$ cat src/rtl/wb_lsu_bridge_pkg.sv
// Shared types and constants for the load/store-to-Wishbone bridge.
package wb_lsu_bridge_pkg;

    typedef enum logic [1:0] {
        ST_IDLE = 2'd0,
        ST_BUS  = 2'd1,
        ST_DONE = 2'd2
    } state_e;

    typedef enum logic [1:0] {
        SZ_B = 2'd0,
        SZ_H = 2'd1,
        SZ_W = 2'd2
    } size_e;

    localparam logic [2:0] OP_B  = 3'b000;
    localparam logic [2:0] OP_H  = 3'b001;
    localparam logic [2:0] OP_W  = 3'b010;
    localparam logic [2:0] OP_BU = 3'b100;
    localparam logic [2:0] OP_HU = 3'b101;

    localparam logic [2:0] CTI_CLASSIC = 3'b000;
    localparam logic [1:0] BTE_LINEAR  = 2'b00;

    // Unlisted funct3 codes fall back to word accesses.
    function automatic size_e op_size(input logic [2:0] op);
        case (op)
            OP_B, OP_BU: return SZ_B;
            OP_H, OP_HU: return SZ_H;
            OP_W:        return SZ_W;
            default:     return SZ_W;
        endcase
    endfunction

    function automatic logic op_signed(input logic [2:0] op);
        return (op == OP_B) || (op == OP_H);
    endfunction

endpackage

$ cat src/rtl/wb_lsu_bridge_if.sv
// Processor-side and Wishbone-side signals of the bridge; master is the bridge's view.
interface wb_lsu_bridge_if;
    logic [31:0] proc_addr;
    logic [31:0] proc_wdata;
    logic        proc_write;
    logic        proc_read;
    logic [2:0]  proc_op;
    logic [31:0] proc_rdata;
    logic        proc_stall_pipl;
    logic        proc_fault;

    logic [31:0] wb_adr_o;
    logic [31:0] wb_dat_o;
    logic [3:0]  wb_sel_o;
    logic        wb_we_o;
    logic        wb_cyc_o;
    logic        wb_stb_o;
    logic [2:0]  wb_cti_o;
    logic [1:0]  wb_bte_o;
    logic [31:0] wb_dat_i;
    logic        wb_ack_i;
    logic        wb_err_i;

    modport master (
        input  proc_addr, proc_wdata, proc_write, proc_read, proc_op,
        output proc_rdata, proc_stall_pipl, proc_fault,
        output wb_adr_o, wb_dat_o, wb_sel_o, wb_we_o, wb_cyc_o, wb_stb_o, wb_cti_o, wb_bte_o,
        input  wb_dat_i, wb_ack_i, wb_err_i
    );

    modport slave (
        output proc_addr, proc_wdata, proc_write, proc_read, proc_op,
        input  proc_rdata, proc_stall_pipl, proc_fault,
        input  wb_adr_o, wb_dat_o, wb_sel_o, wb_we_o, wb_cyc_o, wb_stb_o, wb_cti_o, wb_bte_o,
        output wb_dat_i, wb_ack_i, wb_err_i
    );
endinterface

$ cat src/rtl/wb_lsu_lane_align.sv
// Combinational byte-lane logic: request-side sel/store replication/misalign, response-side load extraction.
module wb_lsu_lane_align
    import wb_lsu_bridge_pkg::*;
(
    input  logic [1:0]  req_lo,
    input  logic [2:0]  req_op,
    input  logic [31:0] req_wdata,
    output logic [3:0]  req_sel,
    output logic [31:0] req_wdata_al,
    output logic        req_misaligned,

    input  logic [1:0]  rsp_lo,
    input  logic [2:0]  rsp_op,
    input  logic [31:0] rsp_data,
    output logic [31:0] rsp_rdata
);

    size_e       req_sz;
    size_e       rsp_sz;
    logic        rsp_sgn;
    logic [7:0]  rsp_byte;
    logic [15:0] rsp_half;

    assign req_sz  = op_size(req_op);
    assign rsp_sz  = op_size(rsp_op);
    assign rsp_sgn = op_signed(rsp_op);

    always_comb begin
        req_sel        = 4'b1111;
        req_wdata_al   = req_wdata;
        req_misaligned = 1'b0;
        case (req_sz)
            SZ_B: begin
                req_sel      = 4'(4'b0001 << req_lo);
                req_wdata_al = {4{req_wdata[7:0]}};
            end
            SZ_H: begin
                req_sel        = req_lo[1] ? 4'b1100 : 4'b0011;
                req_wdata_al   = {2{req_wdata[15:0]}};
                req_misaligned = req_lo[0];
            end
            default: begin
                req_misaligned = (req_lo != 2'b00);
            end
        endcase
    end

    assign rsp_byte = rsp_data[{rsp_lo, 3'b000} +: 8];
    assign rsp_half = rsp_lo[1] ? rsp_data[31:16] : rsp_data[15:0];

    always_comb begin
        rsp_rdata = rsp_data;
        case (rsp_sz)
            SZ_B:    rsp_rdata = {{24{rsp_sgn & rsp_byte[7]}}, rsp_byte};
            SZ_H:    rsp_rdata = {{16{rsp_sgn & rsp_half[15]}}, rsp_half};
            default: rsp_rdata = rsp_data;
        endcase
    end

endmodule

$ cat src/rtl/wb_lsu_bridge.sv
// MEM-stage load/store to single Wishbone classic cycle bridge.
// Optional bus watchdog enabled by defining WB_LSU_BRIDGE_TIMEOUT_EN.
module wb_lsu_bridge
    import wb_lsu_bridge_pkg::*;
#(
    parameter int unsigned TIMEOUT_CYCLES = 255
) (
    input  logic            wb_clk_i,
    input  logic            wb_rst_i,
    wb_lsu_bridge_if.master bus
);

    state_e      state_q, state_d;
    logic [31:0] adr_q, adr_d;
    logic [31:0] dat_q, dat_d;
    logic [3:0]  sel_q, sel_d;
    logic        we_q, we_d;
    logic        cyc_q, cyc_d;
    logic [2:0]  op_q, op_d;
    logic [1:0]  lo_q, lo_d;
    logic [31:0] rdata_q, rdata_d;
    logic        fault_q, fault_d;

    logic        req;
    logic        tmo_hit;
    logic [3:0]  req_sel;
    logic [31:0] req_wdata_al;
    logic        req_misaligned;
    logic [31:0] rsp_rdata;

    assign req = bus.proc_read | bus.proc_write;

    wb_lsu_lane_align u_align (
        .req_lo         (bus.proc_addr[1:0]),
        .req_op         (bus.proc_op),
        .req_wdata      (bus.proc_wdata),
        .req_sel        (req_sel),
        .req_wdata_al   (req_wdata_al),
        .req_misaligned (req_misaligned),
        .rsp_lo         (lo_q),
        .rsp_op         (op_q),
        .rsp_data       (bus.wb_dat_i),
        .rsp_rdata      (rsp_rdata)
    );

`ifdef WB_LSU_BRIDGE_TIMEOUT_EN
    localparam int unsigned TMO_W = $clog2(TIMEOUT_CYCLES + 1);

    logic [TMO_W-1:0] tmo_q, tmo_d;

    // Counts BUS cycles; zero on the first BUS cycle.
    always_comb begin
        tmo_d = '0;
        if (state_q == ST_BUS) tmo_d = tmo_q + TMO_W'(1);
    end

    assign tmo_hit = (state_q == ST_BUS) && (tmo_q == TMO_W'(TIMEOUT_CYCLES - 1));

    always_ff @(posedge wb_clk_i) begin
        if (wb_rst_i) tmo_q <= '0;
        else          tmo_q <= tmo_d;
    end
`else
    assign tmo_hit = 1'b0 && (TIMEOUT_CYCLES != 0);
`endif

    always_comb begin
        state_d = state_q;
        adr_d   = adr_q;
        dat_d   = dat_q;
        sel_d   = sel_q;
        we_d    = we_q;
        cyc_d   = cyc_q;
        op_d    = op_q;
        lo_d    = lo_q;
        rdata_d = rdata_q;
        fault_d = 1'b0;
        case (state_q)
            ST_IDLE: begin
                if (req) begin
                    if (req_misaligned) begin
                        state_d = ST_DONE;
                        fault_d = 1'b1;
                        rdata_d = '0;
                    end else begin
                        state_d = ST_BUS;
                        adr_d   = {bus.proc_addr[31:2], 2'b00};
                        dat_d   = req_wdata_al;
                        sel_d   = req_sel;
                        we_d    = bus.proc_write;
                        cyc_d   = 1'b1;
                        op_d    = bus.proc_op;
                        lo_d    = bus.proc_addr[1:0];
                    end
                end
            end
            ST_BUS: begin
                // err has priority over a simultaneous ack.
                if (bus.wb_err_i || (!bus.wb_ack_i && tmo_hit)) begin
                    state_d = ST_DONE;
                    cyc_d   = 1'b0;
                    fault_d = 1'b1;
                    rdata_d = '0;
                end else if (bus.wb_ack_i) begin
                    state_d = ST_DONE;
                    cyc_d   = 1'b0;
                    if (!we_q) rdata_d = rsp_rdata;
                end
            end
            ST_DONE: state_d = ST_IDLE;
            default: begin
                state_d = ST_IDLE;
                cyc_d   = 1'b0;
            end
        endcase
    end

    always_ff @(posedge wb_clk_i) begin
        if (wb_rst_i) begin
            state_q <= ST_IDLE;
            adr_q   <= '0;
            dat_q   <= '0;
            sel_q   <= '0;
            we_q    <= 1'b0;
            cyc_q   <= 1'b0;
            op_q    <= '0;
            lo_q    <= '0;
            rdata_q <= '0;
            fault_q <= 1'b0;
        end else begin
            state_q <= state_d;
            adr_q   <= adr_d;
            dat_q   <= dat_d;
            sel_q   <= sel_d;
            we_q    <= we_d;
            cyc_q   <= cyc_d;
            op_q    <= op_d;
            lo_q    <= lo_d;
            rdata_q <= rdata_d;
            fault_q <= fault_d;
        end
    end

    assign bus.proc_stall_pipl = ~wb_rst_i & (((state_q == ST_IDLE) & req) | (state_q == ST_BUS));
    assign bus.proc_rdata      = rdata_q;
    assign bus.proc_fault      = fault_q;
    assign bus.wb_adr_o        = adr_q;
    assign bus.wb_dat_o        = dat_q;
    assign bus.wb_sel_o        = sel_q;
    assign bus.wb_we_o         = we_q;
    assign bus.wb_cyc_o        = cyc_q;
    assign bus.wb_stb_o        = cyc_q;
    assign bus.wb_cti_o        = CTI_CLASSIC;
    assign bus.wb_bte_o        = BTE_LINEAR;

endmodule

$ cat src/flat_wrapper.sv
// flat-port wrapper written by rule: the top's interface ports become plain ports
module wb_lsu_bridge_flat import wb_lsu_bridge_pkg::*;
#(
    parameter int unsigned TIMEOUT_CYCLES = 255
)
  (wb_clk_i, wb_rst_i, bus_proc_addr, bus_proc_wdata, bus_proc_write, bus_proc_read, bus_proc_op, bus_proc_rdata, bus_proc_stall_pipl, bus_proc_fault, bus_wb_adr_o, bus_wb_dat_o, bus_wb_sel_o, bus_wb_we_o, bus_wb_cyc_o, bus_wb_stb_o, bus_wb_cti_o, bus_wb_bte_o, bus_wb_dat_i, bus_wb_ack_i, bus_wb_err_i);
  wb_lsu_bridge_if bus_i ();
  input  logic wb_clk_i;
  input  logic wb_rst_i;
  input wire logic [$bits(bus_i.proc_addr)-1:0] bus_proc_addr;
  input wire logic [$bits(bus_i.proc_wdata)-1:0] bus_proc_wdata;
  input wire logic [$bits(bus_i.proc_write)-1:0] bus_proc_write;
  input wire logic [$bits(bus_i.proc_read)-1:0] bus_proc_read;
  input wire logic [$bits(bus_i.proc_op)-1:0] bus_proc_op;
  output wire logic [$bits(bus_i.proc_rdata)-1:0] bus_proc_rdata;
  output wire logic [$bits(bus_i.proc_stall_pipl)-1:0] bus_proc_stall_pipl;
  output wire logic [$bits(bus_i.proc_fault)-1:0] bus_proc_fault;
  output wire logic [$bits(bus_i.wb_adr_o)-1:0] bus_wb_adr_o;
  output wire logic [$bits(bus_i.wb_dat_o)-1:0] bus_wb_dat_o;
  output wire logic [$bits(bus_i.wb_sel_o)-1:0] bus_wb_sel_o;
  output wire logic [$bits(bus_i.wb_we_o)-1:0] bus_wb_we_o;
  output wire logic [$bits(bus_i.wb_cyc_o)-1:0] bus_wb_cyc_o;
  output wire logic [$bits(bus_i.wb_stb_o)-1:0] bus_wb_stb_o;
  output wire logic [$bits(bus_i.wb_cti_o)-1:0] bus_wb_cti_o;
  output wire logic [$bits(bus_i.wb_bte_o)-1:0] bus_wb_bte_o;
  input wire logic [$bits(bus_i.wb_dat_i)-1:0] bus_wb_dat_i;
  input wire logic [$bits(bus_i.wb_ack_i)-1:0] bus_wb_ack_i;
  input wire logic [$bits(bus_i.wb_err_i)-1:0] bus_wb_err_i;
  assign bus_i.proc_addr = bus_proc_addr;
  assign bus_i.proc_wdata = bus_proc_wdata;
  assign bus_i.proc_write = bus_proc_write;
  assign bus_i.proc_read = bus_proc_read;
  assign bus_i.proc_op = bus_proc_op;
  assign bus_proc_rdata = bus_i.proc_rdata;
  assign bus_proc_stall_pipl = bus_i.proc_stall_pipl;
  assign bus_proc_fault = bus_i.proc_fault;
  assign bus_wb_adr_o = bus_i.wb_adr_o;
  assign bus_wb_dat_o = bus_i.wb_dat_o;
  assign bus_wb_sel_o = bus_i.wb_sel_o;
  assign bus_wb_we_o = bus_i.wb_we_o;
  assign bus_wb_cyc_o = bus_i.wb_cyc_o;
  assign bus_wb_stb_o = bus_i.wb_stb_o;
  assign bus_wb_cti_o = bus_i.wb_cti_o;
  assign bus_wb_bte_o = bus_i.wb_bte_o;
  assign bus_i.wb_dat_i = bus_wb_dat_i;
  assign bus_i.wb_ack_i = bus_wb_ack_i;
  assign bus_i.wb_err_i = bus_wb_err_i;
  wb_lsu_bridge #(.TIMEOUT_CYCLES(TIMEOUT_CYCLES)) u_core (.wb_clk_i(wb_clk_i), .wb_rst_i(wb_rst_i), .bus(bus_i));
endmodule
$ cat config.mk
export PLATFORM = sky130hd
export DESIGN_NAME = wb_lsu_bridge_flat
export DESIGN_NICKNAME = d
export VERILOG_FILES = /design/src/rtl/wb_lsu_bridge_pkg.sv /design/src/rtl/wb_lsu_bridge_if.sv /design/src/rtl/wb_lsu_lane_align.sv /design/src/rtl/wb_lsu_bridge.sv /design/src/flat_wrapper.sv
export SDC_FILE = /design/constraint.sdc
export NUM_CORES = 1
export LEC_CHECK = 0
export BUFFER_PORTS_ARGS = -buffer_cell sky130_fd_sc_hd__buf_2
export CAP_MARGIN = 20
export CORE_ASPECT_RATIO = 0.9
export CORE_MARGIN = 8
export CORE_UTILIZATION = 47
export CTS_CLUSTER_DIAMETER = 60
export CTS_CLUSTER_SIZE = 14
export DETAILED_ROUTE_END_ITERATION = 8
export GPL_TIMING_DRIVEN = 1
export HOLD_SLACK_MARGIN = 0.12
export PLACE_DENSITY = 0.8
export SYNTH_ARGS = -nofsm -noshare
export SYNTH_HDL_FRONTEND = slang
export SYNTH_SLANG_ARGS = --single-unit
$ cat constraint.sdc
create_clock -name wb_clk_i -period 2 [get_ports wb_clk_i]
set_clock_uncertainty 0.05 [all_clocks]
set_input_delay 0.1 -clock wb_clk_i [delete_from_list [all_inputs] [get_ports wb_clk_i]]
set_output_delay 0.1 -clock wb_clk_i [all_outputs]
set_load 0.05 [all_outputs]
==> impl_results.md <==
- Post-DP HPWL: 11000 um
- Sequential share of the synthesized area: 45.4%
- Number of CTS-inserted buffers: 9
- Worst Path Arrival: 2070 ps
- Number of global-route vias before repair: 5539
- Pre-CTS setup slack: 116 ps
- Top_reg_cell synth: dfxtp_1
- Num Clock Sinks: 108
- Area of the multi-input gates: 2330 um^2
- Post-synth EDFFs: 0
- Fmax: 519 MHz
- Pleak: 3.18 nW
- Setup ws final: 74.8 ps
- Worst setup path category: flip-flop to flip-flop
- Worst hold start: bus_wb_dat_i[0]
- Reg2Reg Depth: 5
- CTS tree: yes
- Syn avg cell area: 8.42 um^2
- Yosys warns: 0
- Startpoint Class: flip-flop
- Antenna violations before repair: 1
- WL final: 17200 um
- Clock input transition at the sequential cells of the worst setup and hold paths: 70 ps
- Layout cells sized above 1: 30.2%
- Min cycle time layout: 1930 ps
- Library cells used by synthesis: 47
- Area of the mapped netlist: 4770 um^2
- Async S/R FF share, synth: 0%
- Die H: 112 um
- # H-tree levels: 3
- Initial DRC count: 510
- Hold/Removal Path Class: input port to flip-flop
- Period utilisation layout: 96.3%
- I/O Buffers: 207
- Fill count: 710
- Vias per cell: 5.52
- Die area: 13600 um^2
- Total global routing overflow: 0
- Worst VDD drop: 448 uV
- Ports: 215
- P&R area growth vs syn: 49.4%
- Slew HR: 61.2%
- Worst skew pair latency: 340 ps
- Cells after Synth: 566
- Slew at the pin closest to its max-slew limit: 579 ps
- FP Rows: 35
- Max-slew violations: 0
- Final nets: 955
- Hold path endpoint: u_core.bus.proc_rdata[0]$_SDFFE_PP0P_
- Max Buffers Root-to-Sink: 2
- Cell taking the most area after synthesis: dfxtp_1
- Final setup fails: 0
- Post-Route Setup TNS: 0 ps
- Chip Width: 122 um
- Core Area: 10100 um^2
- Synth top area cells: dfxtp_1, nand2_1, a21oi_1
- Placer congestion estimate: 0.866
- R2R setup slack: 70 ps
- WL per Instance: 17.5 um
- Final Hold Fails: 0
- Max_cap viols: 0
- Kind of capture point of the worst setup path: flip-flop
- R2R Path Start: u_core.state_q[0]$_SDFFE_PP0P_
- Largest net degree at the start of global routing: 92
- Register bit total from synthesis: 108
- Vias post-DR: 5436
- Status: finished clean
- Req. time, crit path: 2140 ps
- Reg2reg end: u_core.bus.wb_adr_o[28]$_SDFFE_PP0P_
- Max FO, Critical Path: 30
- Pwr Density: 822 nW/um^2
- # DRC: 0
- Share of the synthesized area in the top cell type: 45.4%
- Worst hold stages: 4
- First-pass GRT wire length: 27000 um
- Initial Util: 47.3%
- Root Driver: clkbuf_16
- RSZ-0062 raised after global routing: no
- Detailed Routing Iterations Pass 1: 5
- GRT Util Overall: 24.1%
- Storage element area: 2160 um^2
- Remaining antenna violation count: 0
-- metrics by stage --
stage                     utilization, %  hold slack (ps)  instance area (um^2)  power [mW]  cells
after detailed placement            57.7              297                  5810        3.80    870
after global placement              57.7              289                  5810        3.77    870
after CTS                           70.5              129                  7100        5.83    983
after floorplan                        -              186                  4790        3.44    572
final                               70.7              131                  7120        5.85    985
after global routing                70.7              145                  7120        6.07    985
-- state kept, by name (all words and copies together) (netlist names) --
| name | count |
|---|---|
| u_core.bus.proc_rdata | 32 |
| u_core.bus.wb_dat_o | 32 |
| u_core.bus.wb_adr_o | 30 |
| u_core.bus.wb_sel_o | 4 |
| u_core.op_q | 3 |
| u_core.lo_q | 2 |
| u_core.state_q | 2 |
| u_core.bus.proc_fault | 1 |
| u_core.bus.wb_cyc_o | 1 |
| u_core.bus.wb_we_o | 1 |
-- critical path, cell delays in order (launching register included) --
cell     delay (ps)
dfxtp_1         340
buf_4           180
or4_2           720
buf_4           280
nand2_1         120
a21oi_1          90
-- placed cells by master (no fill, tap or decap), types with 2 or more instances in the layout --
cell type      netlist  layout
dfxtp_1            108     108
nor3_1               9       9
a21oi_1             64      64
inv_1                3       3
dlygate4sd3_1        0      97
a211oi_1            11      11
clkinv_1             2       2
o21ai_0             22      22
nand3_1              3       3
mux2_2               3       3
a221oi_1             2       2
a221o_1              2       2
clkbuf_1            17       2
a22o_1               3       3
clkbuf_16            0       9
a311oi_1            10      10
bufinv_16            0       2
nand2b_4             5       5
buf_4               10      13
o211ai_1             9       9
o22ai_1              8       8
buf_2               17     207
nor2_1              45      45
nand2_1            127     127
a21oi_2              5       5
clkinvlp_4           0       2
conb_1               1       7
nand4_1              2       2
o2bb2ai_1           23      23
nand2b_1             9       9
o31ai_1              2       2
mux2i_1             19      19
-- what timing repair did --
action                                  4_1_cts  5_1_grt
buffers inserted                              0        0
endpoints found under the setup margin        0        2
resized for setup                             0        1
endpoints found under the hold margin       103        0
hold buffers                                 97        0
-- layout make-up --
cell class                      instances  area share (%)
Clock buffer                           11            3.27
Sequential cell                       108            30.4
Timing Repair Buffer                  318            29.8
Multi-Input combinational cell        408            32.8
Antenna cell                            1          0.0352
Tap cell                              129            2.27
Inverter                                5           0.264
Clock inverter                          5            1.18
-- cell families after synthesis --
| kind of cell | after synthesis | synth area share [%] |
|---|---|---|
| and+or+nand+nor | 208 | 19.3 |
| AOI/OAI and AO/OA | 169 | 23.4 |
| DFF | 108 | 45.4 |
| buffers and inverters | 57 | 6.67 |
| muxes | 23 | 5.17 |
| other | 1 | 0.0787 |
-- worst max path at each step --
stage,start,end,slack [ps]
after floorplan,u_core.state_q[0]$_SDFFE_PP0P_,bus_proc_stall_pipl,110
after global placement,u_core.state_q[0]$_SDFFE_PP0P_,u_core.bus.wb_adr_o[31]$_SDFFE_PP0P_,170
after detailed placement,u_core.state_q[0]$_SDFFE_PP0P_,u_core.bus.wb_adr_o[24]$_SDFFE_PP0P_,120
after CTS,u_core.state_q[0]$_SDFFE_PP0P_,u_core.bus.wb_adr_o[24]$_SDFFE_PP0P_,100
after global routing,u_core.state_q[1]$_SDFFE_PP0P_,u_core.bus.proc_rdata[5]$_SDFFE_PP0P_,30
final,u_core.state_q[0]$_SDFFE_PP0P_,u_core.bus.wb_adr_o[28]$_SDFFE_PP0P_,70
-- layer usage --
metal	track usage (%)	wire, um	up-vias
met4	11.3	561	0
met1	26.2	6390	2562
met2	41.3	8620	288
met3	7.94	1650	52
li1	-	-	2534
met5	0	0	-
-- Yosys cell counts (2+ instances only) --
| library cell | number |
|---|---|
| a211oi_1 | 11 |
| a21oi_1 | 64 |
| a21oi_2 | 5 |
| a221o_1 | 2 |
| a221oi_1 | 2 |
| a22o_1 | 3 |
| a311oi_1 | 10 |
| buf_1 | 2 |
| buf_2 | 17 |
| buf_4 | 10 |
| buf_6 | 6 |
| clkbuf_1 | 17 |
| clkinv_1 | 2 |
| dfxtp_1 | 108 |
| inv_1 | 3 |
| mux2_2 | 3 |
| mux2i_1 | 19 |
| nand2_1 | 127 |
| nand2b_1 | 9 |
| nand2b_4 | 5 |
| nand3_1 | 3 |
| nand4_1 | 2 |
| nor2_1 | 45 |
| nor3_1 | 9 |
| o211ai_1 | 9 |
| o21ai_0 | 22 |
| o22ai_1 | 8 |
| o2bb2ai_1 | 23 |
| o31ai_1 | 2 |
-- power breakdown --
group | internal, mW | switching, mW
Clock | 1.10 | 0.796
Combinational | 0.524 | 1.06
Sequential | 2.29 | 0.0818
Total | 3.91 | 1.94
(Power assumes the default switching activity.)
